[src/rtl/vdp_pkg.sv]
// Shared constants and stage bundles for the text-mode pixel pipeline.
// Palette is a fixed CGA-style 12-bit RGB table.
package vdp_pkg;

  localparam int H_VIS  = 640;
  localparam int V_VIS  = 480;
  localparam int CELL_W = 8;
  localparam int CELL_H = 16;

  localparam int CHAR_LSB = 0;
  localparam int FG_LSB   = 8;
  localparam int BG_LSB   = 12;

  localparam logic [11:0] PALETTE [16] = '{
    12'h000, 12'h00A, 12'h0A0, 12'h0AA,
    12'hA00, 12'hA0A, 12'hA50, 12'hAAA,
    12'h555, 12'h55F, 12'h5F5, 12'h5FF,
    12'hF55, 12'hF5F, 12'hFF5, 12'hFFF
  };

  typedef struct packed {
    logic [2:0] col;
    logic [3:0] lrow;
    logic       vis;
    logic       hs;
    logic       vs;
    logic       hit;
  } s0_t;

  typedef struct packed {
    logic [2:0] col;
    logic [3:0] lrow;
    logic [3:0] fg;
    logic [3:0] bg;
    logic       vis;
    logic       hs;
    logic       vs;
    logic       hit;
  } s1_t;

endpackage

[src/rtl/vdp_cursor_blink.sv]
// Cursor cell match and frame-counted blink phase.
// Phase toggles every BLINK_FRAMES falling edges of vsync_in.
module vdp_cursor_blink #(
  parameter int ROWS         = 30,
  parameter int BLINK_FRAMES = 30
) (
  input  logic       dot_clk,
  input  logic       reset,
  input  logic       vsync_in,
  input  logic       cursor_en,
  input  logic [6:0] cursor_col,
  input  logic [4:0] cursor_row,
  input  logic [6:0] cell_col,
  input  logic [4:0] cell_row,
  output logic       cursor_hit,
  output logic       blink_phase
);

  logic       vs_prev_d, vs_prev_q;
  logic [7:0] cnt_d, cnt_q;
  logic       phase_d, phase_q;

  always_comb begin
    vs_prev_d = vsync_in;
    cnt_d     = cnt_q;
    phase_d   = phase_q;
    if (vs_prev_q && !vsync_in) begin
      if (cnt_q == 8'(BLINK_FRAMES - 1)) begin
        cnt_d   = 8'd0;
        phase_d = ~phase_q;
      end else begin
        cnt_d = cnt_q + 8'd1;
      end
    end
  end

  always_ff @(posedge dot_clk) begin
    if (reset) begin
      vs_prev_q <= 1'b1;
      cnt_q     <= 8'd0;
      phase_q   <= 1'b0;
    end else begin
      vs_prev_q <= vs_prev_d;
      cnt_q     <= cnt_d;
      phase_q   <= phase_d;
    end
  end

  assign cursor_hit = cursor_en
                    && (cell_col == cursor_col)
                    && (cell_row == cursor_row)
                    && (int'(cell_row) < ROWS);
  assign blink_phase = phase_q;

endmodule

[src/rtl/text_pixel_pipe.sv]
// 80x30 text-mode pixel generator: text RAM -> font ROM -> palette,
// three dot_clk cycles from timing inputs to rgb/sync pins.
module text_pixel_pipe
  import vdp_pkg::*;
#(
  parameter int COLS         = H_VIS / CELL_W,
  parameter int ROWS         = V_VIS / CELL_H,
  parameter int BLINK_FRAMES = 30
) (
  input  logic        dot_clk,
  input  logic        reset,
  input  logic [9:0]  column,
  input  logic [8:0]  line,
  input  logic        visible_in,
  input  logic        hsync_in,
  input  logic        vsync_in,
  output logic [11:0] text_addr,
  input  logic [15:0] text_data,
  output logic [11:0] font_addr,
  input  logic [7:0]  font_data,
  input  logic        cursor_en,
  input  logic [6:0]  cursor_col,
  input  logic [4:0]  cursor_row,
  output logic [3:0]  r,
  output logic [3:0]  g,
  output logic [3:0]  b,
  output logic        hsync,
  output logic        vsync
);

  logic        cursor_hit;
  logic        blink_phase;
  logic [11:0] text_addr_d, text_addr_q;
  logic [11:0] font_addr_d, font_addr_q;
  s0_t         s0_d, s0_q;
  s1_t         s1_d, s1_q;
  logic [11:0] rgb_d, rgb_q;
  logic        hsync_d, hsync_q;
  logic        vsync_d, vsync_q;
  logic        pix;
  logic [3:0]  fg, bg;

  vdp_cursor_blink #(
    .ROWS         (ROWS),
    .BLINK_FRAMES (BLINK_FRAMES)
  ) u_blink (
    .dot_clk     (dot_clk),
    .reset       (reset),
    .vsync_in    (vsync_in),
    .cursor_en   (cursor_en),
    .cursor_col  (cursor_col),
    .cursor_row  (cursor_row),
    .cell_col    (column[9:3]),
    .cell_row    (line[8:4]),
    .cursor_hit  (cursor_hit),
    .blink_phase (blink_phase)
  );

  always_comb begin
    text_addr_d = 12'(line[8:4]) * 12'(COLS)
                + 12'(column[9:3]);
    s0_d.col  = column[2:0];
    s0_d.lrow = line[3:0];
    s0_d.vis  = visible_in;
    s0_d.hs   = hsync_in;
    s0_d.vs   = vsync_in;
    s0_d.hit  = cursor_hit;

    font_addr_d = {text_data[CHAR_LSB +: 8], s0_q.lrow};
    s1_d.col  = s0_q.col;
    s1_d.lrow = s0_q.lrow;
    s1_d.fg   = text_data[FG_LSB +: 4];
    s1_d.bg   = text_data[BG_LSB +: 4];
    s1_d.vis  = s0_q.vis;
    s1_d.hs   = s0_q.hs;
    s1_d.vs   = s0_q.vs;
    s1_d.hit  = s0_q.hit;

    pix = font_data[3'd7 - s1_q.col];
    fg  = s1_q.fg;
    bg  = s1_q.bg;
    // Block cursor covers the bottom two scanlines of the cell
    if (s1_q.hit && blink_phase && (s1_q.lrow[3:1] == 3'b111)) begin
      fg = s1_q.bg;
      bg = s1_q.fg;
    end
    rgb_d   = s1_q.vis ? PALETTE[pix ? fg : bg] : 12'h000;
    hsync_d = s1_q.hs;
    vsync_d = s1_q.vs;
  end

  always_ff @(posedge dot_clk) begin
    if (reset) begin
      text_addr_q <= 12'd0;
      font_addr_q <= 12'd0;
      s0_q        <= '{col: 3'd0, lrow: 4'd0, vis: 1'b0,
                       hs: 1'b1, vs: 1'b1, hit: 1'b0};
      s1_q        <= '{col: 3'd0, lrow: 4'd0, fg: 4'd0,
                       bg: 4'd0, vis: 1'b0, hs: 1'b1,
                       vs: 1'b1, hit: 1'b0};
      rgb_q       <= 12'h000;
      hsync_q     <= 1'b1;
      vsync_q     <= 1'b1;
    end else begin
      text_addr_q <= text_addr_d;
      font_addr_q <= font_addr_d;
      s0_q        <= s0_d;
      s1_q        <= s1_d;
      rgb_q       <= rgb_d;
      hsync_q     <= hsync_d;
      vsync_q     <= vsync_d;
    end
  end

  assign text_addr = text_addr_q;
  assign font_addr = font_addr_q;
  assign r         = rgb_q[11:8];
  assign g         = rgb_q[7:4];
  assign b         = rgb_q[3:0];
  assign hsync     = hsync_q;
  assign vsync     = vsync_q;

endmodule
[config.mk]
export PLATFORM = sky130hd
export DESIGN_NAME = text_pixel_pipe
export DESIGN_NICKNAME = d
export VERILOG_FILES = /design/src/rtl/vdp_pkg.sv /design/src/rtl/vdp_cursor_blink.sv /design/src/rtl/text_pixel_pipe.sv
export SDC_FILE = /design/constraint.sdc
export NUM_CORES = 1
export LEC_CHECK = 0
export BUFFER_PORTS_ARGS = -buffer_cell sky130_fd_sc_hd__buf_2
export CAP_MARGIN = 20
export CORE_MARGIN = 2
export CORE_UTILIZATION = 50
export CTS_BUF_LIST = sky130_fd_sc_hd__clkbuf_8
export DETAILED_ROUTE_END_ITERATION = 6
export GPL_TIMING_DRIVEN = 0
export PLACE_DENSITY = 0.85
export SLEW_MARGIN = 5
export SYNTH_ARGS = -nofsm -noshare
export SYNTH_HDL_FRONTEND = slang
export SYNTH_SLANG_ARGS = --single-unit
export TNS_END_PERCENT = 20
[constraint.sdc]
create_clock -name dot_clk -period 2.2 [get_ports dot_clk]
set_input_delay 0.44 -clock dot_clk [delete_from_list [all_inputs] [get_ports dot_clk]]
set_output_delay 0.44 -clock dot_clk [all_outputs]
set_load 0.02 [all_outputs]
# --- Word-level counts from Yosys, hierarchy flattened ---
# Memory sizes are Yosys's and may differ from the RTL's. A register that Yosys moved wholly into a read port is not among the register bits.
# Cells that the tools add are included.
op_classes:
  addsub: 3
  multipliers: 1
  div_mod_pow: 0
  n_lt_le_gt_ge: 2
  n_eq_ne: 4
  n_shift: 0
  n_mux: 6
  bitwise_logic: 3
  n_reduce_logical: 9
op_table:
  columns: ["operator", "count"]
  rows:
  - ["$add 12x7->12", 1]
  - ["$mux 4", 3]
  - ["$add 8x1->8 const B", 1]
  - ["$eq 8x5->1 const B", 1]
  - ["$mul 5x3->8 const B", 1]
  - ["$mux 8", 1]
  - ["$eq 7x7->1", 1]
  - ["$logic_and 1x1->1", 6]
  - ["$eq 5x5->1", 1]
  - ["$lt 5x5->1 const B", 1]
  - ["$not 4->5", 1]
  - ["$lt 3x4->1 const B", 1]
  - ["$bmux 1 s3", 1]
  - ["$eq 3x3->1 const B", 1]
  - ["$sub 3x3->3 const A", 1]
  - ["$not 1->1", 2]
  - ["$reduce_and 2->1", 1]
  - ["$reduce_or 2->1", 1]
  - ["$logic_not 1->1", 1]
  - ["$mux 1", 1]
word_totals:
  reg_bits: 65
  latchBits: 0
  ram_bits: 0
  romBits: 192
  input_bits: 61
  out_inout_bits: 38
  word_cells: 49
  memories: 1
mem_list:
  columns: ["name", "depth", "width", "read_ports", "rd_clocked_by_memory_dff", "wr", "line", "rtl"]
  rows:
  - ["(no name shown)", 16, 12, 1, 1, 0, "text_pixel_pipe.sv:87", "rgb_d = s1_q.vis ? PALETTE[pix ? fg : bg] : 12'h000;"]

# --- Logic depth before layout (Yosys ltp) ---
# Gate-level depths: netlist (run 1).
depth:
  depth_word: 5
  mapped_depth: 7
  depth_no_buf: 7

# --- Cells and area by module ---
# A second synthesis (run 1) with hierarchy kept.
hier_totals:
  hier_cells: 253
  area_unflattened_um2: 2752.6
modules_own_cells:
  columns: ["mod", "n_inst", "cells_each", "area_per_inst_um2", "seq_area_each_um2"]
  rows:
  - ["text_pixel_pipe", 1, 187, 2143.3, 1141.1]
  - ["vdp_cursor_blink", 1, 66, 609.3, 200.2]

# --- Worst setup path after synthesis (run 1) ---
# No wires, ideal clock.
synth_timing:
  kind: "input port to flip-flop"
  from: "in line[5]"
  to: "reg text_addr_q[10], in the netlist text_addr[10]"
  setup_time_ns: 0.126
  arrival_ns: 1.842
  required_ns: 2.074
  path_slack_ns: 0.232
  path_stages: 7
  path_buffers: 0
  path_cell_list: "ha_1 -> ha_1 -> fa_1 -> xor2_1 -> nand3_1 -> xor2_1 -> nor2_1"
synth_via:
  elab_chain_cells: 2
synth_lines:
  columns: ["item", "line", "rtl"]
  rows:
  - ["start, declared", "text_pixel_pipe.sv:13", "input logic [8:0] line,"]
  - ["$mul 5x3->8", "text_pixel_pipe.sv:60", "text_addr_d = 12'(line[8:4]) * 12'(COLS)"]
  - ["$add 12x7->12", "text_pixel_pipe.sv:61", "+ 12'(column[9:3]);"]
  - ["end signal, assigned", "text_pixel_pipe.sv:105", "text_addr_q <= text_addr_d;"]
  - ["end, declared", "text_pixel_pipe.sv:33", "logic [11:0] text_addr_d, text_addr_q;"]
# No other way between the ends.
# A chain may end at the register's enable or synchronous reset.

# --- Worst setup path in the final report (run 1) ---
layout_timing:
  from: "reg s1_q[16] (netlist bit)"
  to: "reg rgb_q[7]"
layout_via:
  elab_chain_cells: 5
layout_lines:
  columns: ["item", "line", "rtl"]
  rows:
  - ["start, declared", "text_pixel_pipe.sv:36", "s1_t s1_d, s1_q;"]
  - ["start signal, assigned", "text_pixel_pipe.sv:98", "s1_q <= '{col: 3'd0, lrow: 4'd0, fg: 4'd0,"]
  - ["$sub 3x3->3", "text_pixel_pipe.sv:79", "pix = font_data[3'd7 - s1_q.col];"]
  - ["$bmux 1 s3", "text_pixel_pipe.sv:79", null]
  - ["$mux 1 (implied by the code)", "text_pixel_pipe.sv:79", null]
  - ["$mux 4", "text_pixel_pipe.sv:87", null]
  - ["$not 4->5", "text_pixel_pipe.sv:87", null]
  - ["end, declared", "text_pixel_pipe.sv:37", "logic [11:0] rgb_d, rgb_q;"]
# No other way between the ends. The select of a mux whose other input is x is not followed.

==> results of run 1 <==
[cells by family (layout without fill, tap and decap cells)]
group | after synthesis | count (layout) | share of synthesized area [%]
adders and majority gates | 13 | 13 | 6.83
AOI/OAI and AO/OA | 14 | 14 | 3.85
buffers and inverters | 22 | 134 | 4.76
DFF | 66 | 66 | 50.8
and+or+nand+nor | 92 | 92 | 19.5
muxes | 7 | 7 | 4.47
xor gates and xnor gates | 27 | 27 | 9.81
[path summary, 6_finish.rpt]
check,to,slack (ns),cells past startpoint
max,rgb_q[7]$_SDFF_PP0_,0.22,5
min,s0_q[2]$_SDFF_PP1_,0.30,2
max reg2reg,rgb_q[7]$_SDFF_PP0_,0.22,5
min reg2reg,hsync$_SDFF_PP1_,0.41,1
[power groups by stage]
stage / Sequential, mW / Combinational (mW) / Clock, mW
2_1_floorplan: 1.35 / 0.197 / 0
3_3_place_gp: 1.30 / 0.362 / 0
3_5_place_dp: 1.31 / 0.375 / 0
4_1_cts: 1.28 / 0.376 / 1.11
5_1_grt: 1.29 / 0.411 / 1.18
6_report: 1.28 / 0.372 / 1.09
[placed cells by master (no fill, tap or decap), drive strengths merged, types with 2 or more instances in the layout]
cell and n:
nand2 7, inv 5, buf 108, ha 11
dfxtp 66, bufinv 2, a21o 3, and3 3
nor4b 2, nand3 5, or2 6, a211oi 2
clkbuf 19, nand4 5, xnor2 15, nor2 20
a21oi 3, nor2b 42, nand2b 2, xor2 12
mux4 2, o21ai 2, fa 2, mux2i 4
[sequential cells by signal (all words and copies together) (netlist names)]
name	count
font_addr_d	4
u_blink.vs_prev_q	1
u_blink.blink_phase	1
vsync	1
font_addr	12
rgb_q	5
s1_q	13
text_addr	12
vsync_d	1
s0_q	6
u_blink.cnt_q	8
hsync	1
hsync_d	1
[worst max-delay path: stages, from the launching register on]
cell,delay [ns]
dfxtp_1,0.36
mux4_1,0.60
mux2i_4,0.23
xor2_4,0.28
mux2_1,0.36
nor2_1,0.09
[per-stage QoR]
step	setup TNS, ns	hold WS [ns]
CTS	0	0.285
detailed placement	-0.107	0.400
global placement	-0.0141	0.393
global route	0	0.296
floorplan	0	0.389
finish	0	0.297
[layer usage]
| metal | track usage [%] | part of all wire, % | vias up |
|---|---|---|---|
| met1 | 19.8 | 40 | 887 |
| met2 | 31.1 | 51 | 75 |
| met3 | 5.81 | 6.9 | 8 |
| met4 | 8.73 | 2.1 | 0 |
| li1 | - | - | 993 |
| met5 | 0 | 0 | - |
[layout make-up]
type                    instances  area (um2)  share of cell area [%]
inverters                       3        11.3                   0.332
plain buffers                  19         113                    3.32
repair buffers                 97         485                    14.3
clock inverters                 4        67.6                    1.99
well taps                      70        87.6                    2.58
clock buffers                  11         151                    4.46
flip-flops and latches         66        1320                    38.9
multi-input cells             153        1160                    34.1
==> metrics.md, run 1 <==
| Metric | Value |
|---|---|
| Post-layout minimum cycle time | `1.98 ns` |
| Rows | `26` |
| Routability Congestion | `0.788` |
| Synth warnings | `0` |
| Most frequent cells after synthesis | `dfxtp_1, nor2b_1, nor2_1` |
| Die Area | `5800 um2` |
| Clock transition at path regs | `0.06 ns` |
| Hold Path Class | `in -> reg` |
| Clk_skew | `0.00210 ns` |
| Clock power frac | `39.7%` |
| Post-synth EDFFs | `0` |
| Total Wirelength | `just under 5 mm` |
| PD cells | `approximately 800 nW/um2` |
| Remaining Overflow, GRT | `0` |
| CTS Buffer Depth | `2` |
| Worst endpoint data arrival time | `2.25 ns` |
| Hold_buf cts | `0` |
| Fraction of layout cells with a size suffix above 1 | `37.1%` |
| Clock root buffer | `clkbuf_8` |
| Clock Latency Late Sink | `0.32 ns` |
| Final hold violations | `0` |
| Flops & latches, synth | `66` |
| Pwr Total | `2.74 mW` |
| Design area | `3390 um2` |
| Top_reg_cell synth | `dfxtp_1` |
| RSZ-0062 raised after global routing | `no` |
| Top-area cell type share of the netlist area | `50.8%` |
| Initial Util | `51.3%` |
| Total global-route track usage | `17.9%` |
| CTS Sinks | `66` |
| Peak supply drop | `456 uV` |
| Vias in the first global route | `1937` |
| Hold Crit Start | `hsync_in` |
| Area Overhead vs Synth | `30.4%` |
| P_sw | `0.620 mW` |
| Synthesized area per cell | `10.8 um2` |
| Iter 0 DRT Violations | `69` |
| Post-placement cell count | `408` |
| Worst-Margin Slew | `0.490 ns` |
| Synthesized area | `2600 um2` |
| Pre-CTS setup slack | `-0.0622 ns` |
| Vias/cell | `between 4 and 5` |
| Layout fillers | `421` |
| Seq pwr share | `between 40 and 50%` |
| CTS tree | `built` |
| Final Cycle Share | `90.2%` |
| Final core occ | `66.9%` |
| Detail Placement HPWL | `3.89 mm` |
| MaxCap Viol Count | `0` |
| Crit. End Element | `flop` |
| Syn Inst Count | `~240` |
| Post-synth cell types | `32` |
| DR vias | `1963` |
| Postcts setup bufs | `0` |
| DR WL/cell | `between 10 and 15 um` |
| IO Port Bufs | `97` |
| RR Startpoint | `s1_q[16]$_SDFF_PP0_` |
| Setup WS post-layout | `0.216 ns` |
| Setup crit start kind | `flop` |
| Highest Clock Rate | `between 500 and 600 MHz` |
| Largest net degree at the start of global routing | `11` |
| Worst Path Required | `2.46 ns` |
| Num CTS Buffers | `9` |
| Ports | `99` |
| Setup CP Type | `reg -> reg` |
| Synthesized Nets | `315` |
| Placed Area | `3180 um2` |
| FFs w/ async S/R, synth | `0%` |
| Switching portion of total power | `22.6%` |
| Final net count | `423` |
| Diode count | `0` |
| Rel. slew slack | `67.3%` |
| Finished Layout Cells | `423` |
| Seq/Total Area, Yosys | `50.8%` |
| Max Slew Vio Count | `0` |
| Status | `complete, no violations` |
| Area leader, netlist | `dfxtp_1` |
| First-pass GRT wire length | `8.18 mm` |
| CTS H-tree lvls | `3` |
| Internal power | `2.12 mW` |
| Worst Setup SP | `s1_q[16]$_SDFF_PP0_` |
| LEAKAGE | `~1.6 nW` |
| Crit-path max FO | `6` |
| Die width | `approximately 76 um` |
| Post-CTS Resized | `0` |
| Die height | `76.1 um` |
| Setup violators final | `0` |
| Logic pwr share | `13.6%` |
| First drt pass iteration count | `4` |
| Synth area leaders | `dfxtp_1, nor2b_1, ha_1` |
| Core Box Area | `5070 um2` |
| Initial antenna violation count | `0` |
| Count leader, synth | `dfxtp_1` |
| Routed Antenna Nets | `0` |
| Residual DRC | `0` |
No activity file was read; power rests on OpenSTA's default activity.
==> inputs of run 2 (changes only) <==
--- a/config.mk
+++ b/config.mk
@@ -5,14 +5,15 @@
 export SDC_FILE = /design/constraint.sdc
 export NUM_CORES = 1
 export LEC_CHECK = 0
+export ABC_AREA = 1
 export BUFFER_PORTS_ARGS = -buffer_cell sky130_fd_sc_hd__buf_2
 export CAP_MARGIN = 20
 export CORE_MARGIN = 2
-export CORE_UTILIZATION = 50
+export CORE_UTILIZATION = 51
 export CTS_BUF_LIST = sky130_fd_sc_hd__clkbuf_8
 export DETAILED_ROUTE_END_ITERATION = 6
 export GPL_TIMING_DRIVEN = 0
-export PLACE_DENSITY = 0.85
+export PLACE_DENSITY = 0.86
 export SLEW_MARGIN = 5
 export SYNTH_ARGS = -nofsm -noshare
 export SYNTH_HDL_FRONTEND = slang
==> run 2 against run 1 <==
Net effect:
- clock power decreased by 24%
- hold slack got worse by 0.0028 ns
- area after synthesis increased by 7.1%
- first-iteration DRC count increased by 13%
- synthesized cell count increased by 49%
- final cell count increased by 28%
- global-route usage increased by 0.32 points
- non-clock buffer count decreased by 2
- setup slack improved by 0.014 ns
- register-to-register slack improved by 0.61 ns
- critical path type is now in -> reg
- highest routed layer unchanged
==> metrics.md, run 2 <==
| Metric | Value |
|---|---|
| Hold path cells | `2` |
| Most flops, register | `s1_q` |
| Commonest non-fill, non-tap cells in the layout | `buf_2, inv_1, dfxtp_1` |
| Vias in the first global route | `2239` |
| Pwr Total | `2.47 mW` |
| Setup WS post-layout | `0.229 ns` |
| Setup crit start kind | `input pin` |
| Largest register FFs | `13` |
| Status | `complete, no violations` |
| Post-synth cell types | `31` |
| Worst Path Required | `2.41 ns` |
| FFs w/ async S/R, synth | `0%` |
| Remaining Overflow, GRT | `0` |
| Top_reg_cell synth | `dfxtp_1` |
| Total Wirelength | `5.33 mm` |
| Placed Area | `roughly 3400 um2` |
| Area Overhead vs Synth | `26.4%` |
| Worst endpoint data arrival time | `2.18 ns` |
| Final hold violations | `0` |
| Seq/Total Area, Yosys | `47.4%` |
| Clock Latency Late Sink | `0.33 ns` |
| Setup CP Type | `in -> reg` |
| Peak supply drop | `452 uV` |
| Core Box Area | `about 5200 um2` |
| Die width | `between 70 and 80 um` |
| Synth area leaders | `dfxtp_1, inv_1, nand2_1` |
| Largest stage delay, worst path | `0.41 ns` |
| DR WL/cell | `9.83 um` |
| Clock transition at path regs | `0.06 ns` |
| Diode count | `0` |
| CP top delay family | `adder cells` |
| Final core occ | `about two thirds` |
| First drt pass iteration count | `4` |
| Residual DRC | `0` |
| Commonest non-fill, non-tap cell in the layout | `buf_2` |
| Post-CTS Resized | `0` |
| Crit path depth | `10` |
| Crit. End Element | `flop` |
| Die height | `77.9 um` |
| Hold Path Class | `in -> reg` |
| Synth warnings | `0` |
| Clock root buffer | `clkbuf_8` |
| Most used cell, CP | `ha_1` |
| Worst path buffer plus inverter count | `2` |
| First-pass GRT wire length | `8.84 mm` |
| Setup violators final | `0` |
| Top-area cell type share of the netlist area | `around 47%` |
| Initial Util | `between 50% and 60%` |
| Post-layout minimum cycle time | `about 2.0 ns` |
| Largest net degree at the start of global routing | `11` |
| LEAKAGE | `1.93 nW` |
| PD cells | `700 nW/um2` |
| Pre-CTS setup slack | `-0.0805 ns` |
| Final Cycle Share | `89.6%` |
| Ports | `99` |
| Critical path's slowest cell | `fa_1` |
| CTS Buffer Depth | `2` |
| DR vias | `2466` |
| CTS tree | `built` |
| Detail Placement HPWL | `between 4 and 5 mm` |
| Synthesized area | `2790 um2` |
| FF-to-FF path depth | `6` |
| MaxCap Viol Count | `0` |
| Routability Congestion | `0.894` |
| Fraction of layout cells with a size suffix above 1 | `29.0%` |
| Finished Layout Cells | `542` |
| Layout fillers | `around 450` |
| Initial antenna violation count | `0` |
| Total global-route track usage | `between 10% and 20%` |
| Sum of negative setup slack | `0 ns` |
| Worst-Margin Slew | `0.466 ns` |
| Clk_skew | `0.00422 ns` |
| Post-placement cell count | `528` |
| Synthesized area per cell | `around 7.7 um2` |
| Max Slew Vio Count | `0` |
| Crit-path cells | `buf_2 > ha_1 > ha_1 > fa_1 > xnor2_1 > nor2_1 > nand2_1 > inv_1 > o21ai_0 > a21oi_1` |
| Num CTS Buffers | `9` |
| Crit-path max FO | `4` |
| Highest Clock Rate | `507 MHz` |
| Rows | `26` |
| Post-synth EDFFs | `0` |
| CTS H-tree lvls | `3` |
| Syn Inst Count | `360` |
| Die Area | `6070 um2` |
| Final net count | `543` |
| Hold_ws | `0.294 ns` |
| CTS Sinks | `66` |
| Hold_buf cts | `0` |
| Iter 0 DRT Violations | `78` |
| Routed Antenna Nets | `0` |
| Vias/cell | `4.55` |
| Design area | `3520 um2` |
| IO Port Bufs | `98` |
| Most frequent cells after synthesis | `dfxtp_1, inv_1, nand2_1` |
| Postcts setup bufs | `0` |
| Area leader, netlist | `dfxtp_1` |
| RSZ-0062 raised after global routing | `no` |
| Rel. slew slack | `68.9%` |
| Flops & latches, synth | `66` |
| Synthesized Nets | `434` |
==> run 2: cell types whose count changed in the layout (fill, tap and decap cells not counted), sizes merged, moves of 6 or more <==
| cell | before | now |
|---|---|---|
| o21ai | 2 | 15 |
| nand2 | 7 | 68 |
| a21oi | 3 | 9 |
| xnor2 | 15 | 2 |
| nor2 | 20 | 54 |
| nor3 | 0 | 7 |
| inv | 5 | 69 |
| nor2b | 42 | 0 |
| nand3 | 5 | 16 |
| xor2 | 12 | 5 |
==> run 2: cell families (layout without fill, tap and decap cells) <==
kind of cell / after synthesis / count (layout) / synth area share, %
and+or+nand+nor: 158 / 158 / 25.0
AOI/OAI and AO/OA: 32 / 32 / 6.28
DFF: 66 / 66 / 47.4
buffers and inverters: 84 / 196 / 12.8
xor gates and xnor gates: 7 / 7 / 2.20
adders and majority gates: 13 / 13 / 6.37
==> run 2: final cells by class <==
type	count	area [um2]	share of cell area, %
clock buffers	10	138	3.90
flip-flops and latches	66	1320	37.5
clock inverters	4	21.3	0.603
plain buffers	16	101	2.88
repair buffers	98	490	13.9
inverters	68	255	7.24
well taps	70	87.6	2.48
multi-input cells	210	1110	31.5
==> run 2: routing by layer <==
| metal | track usage (%) | wire length, um | vias up |
|---|---|---|---|
| met5 | 0 | 0 | - |
| met4 | 7.89 | 69 | 0 |
| met3 | 5.35 | 381 | 6 |
| met2 | 32.4 | 2610 | 77 |
| met1 | 20.1 | 2270 | 1074 |
| li1 | - | - | 1309 |
==> run 2: worst paths after layout <==
| kind | start | to | slack, ns |
|---|---|---|---|
| max | line[5] | text_addr[10]$_SDFF_PP0_ | 0.23 |
| min | hsync_in | s0_q[2]$_SDFF_PP1_ | 0.29 |
| max reg2reg | u_blink.cnt_q[1]$_SDFFE_PP0P_ | u_blink.cnt_q[1]$_SDFFE_PP0P_ | 0.83 |
| min reg2reg | font_addr_d[1]$_SDFF_PP0_ | font_addr[1]$_SDFF_PP0_ | 0.40 |
==> run 2: worst register-to-register path: cells and delay by family (launching register included) <==
kind,cells,cell delay (ns)
DFF,1,0.33
and+or+nand+nor,3,0.57
AOI/OAI and AO/OA,1,0.08
buffers and inverters,1,0.11
adders and majority gates,1,0.16
==> run 2: report_power, final <==
part           switching [mW]  internal [mW]  total [mW]
combinational           0.215          0.147       0.362
clock                   0.410          0.418       0.828
sequential             0.0210           1.26        1.28
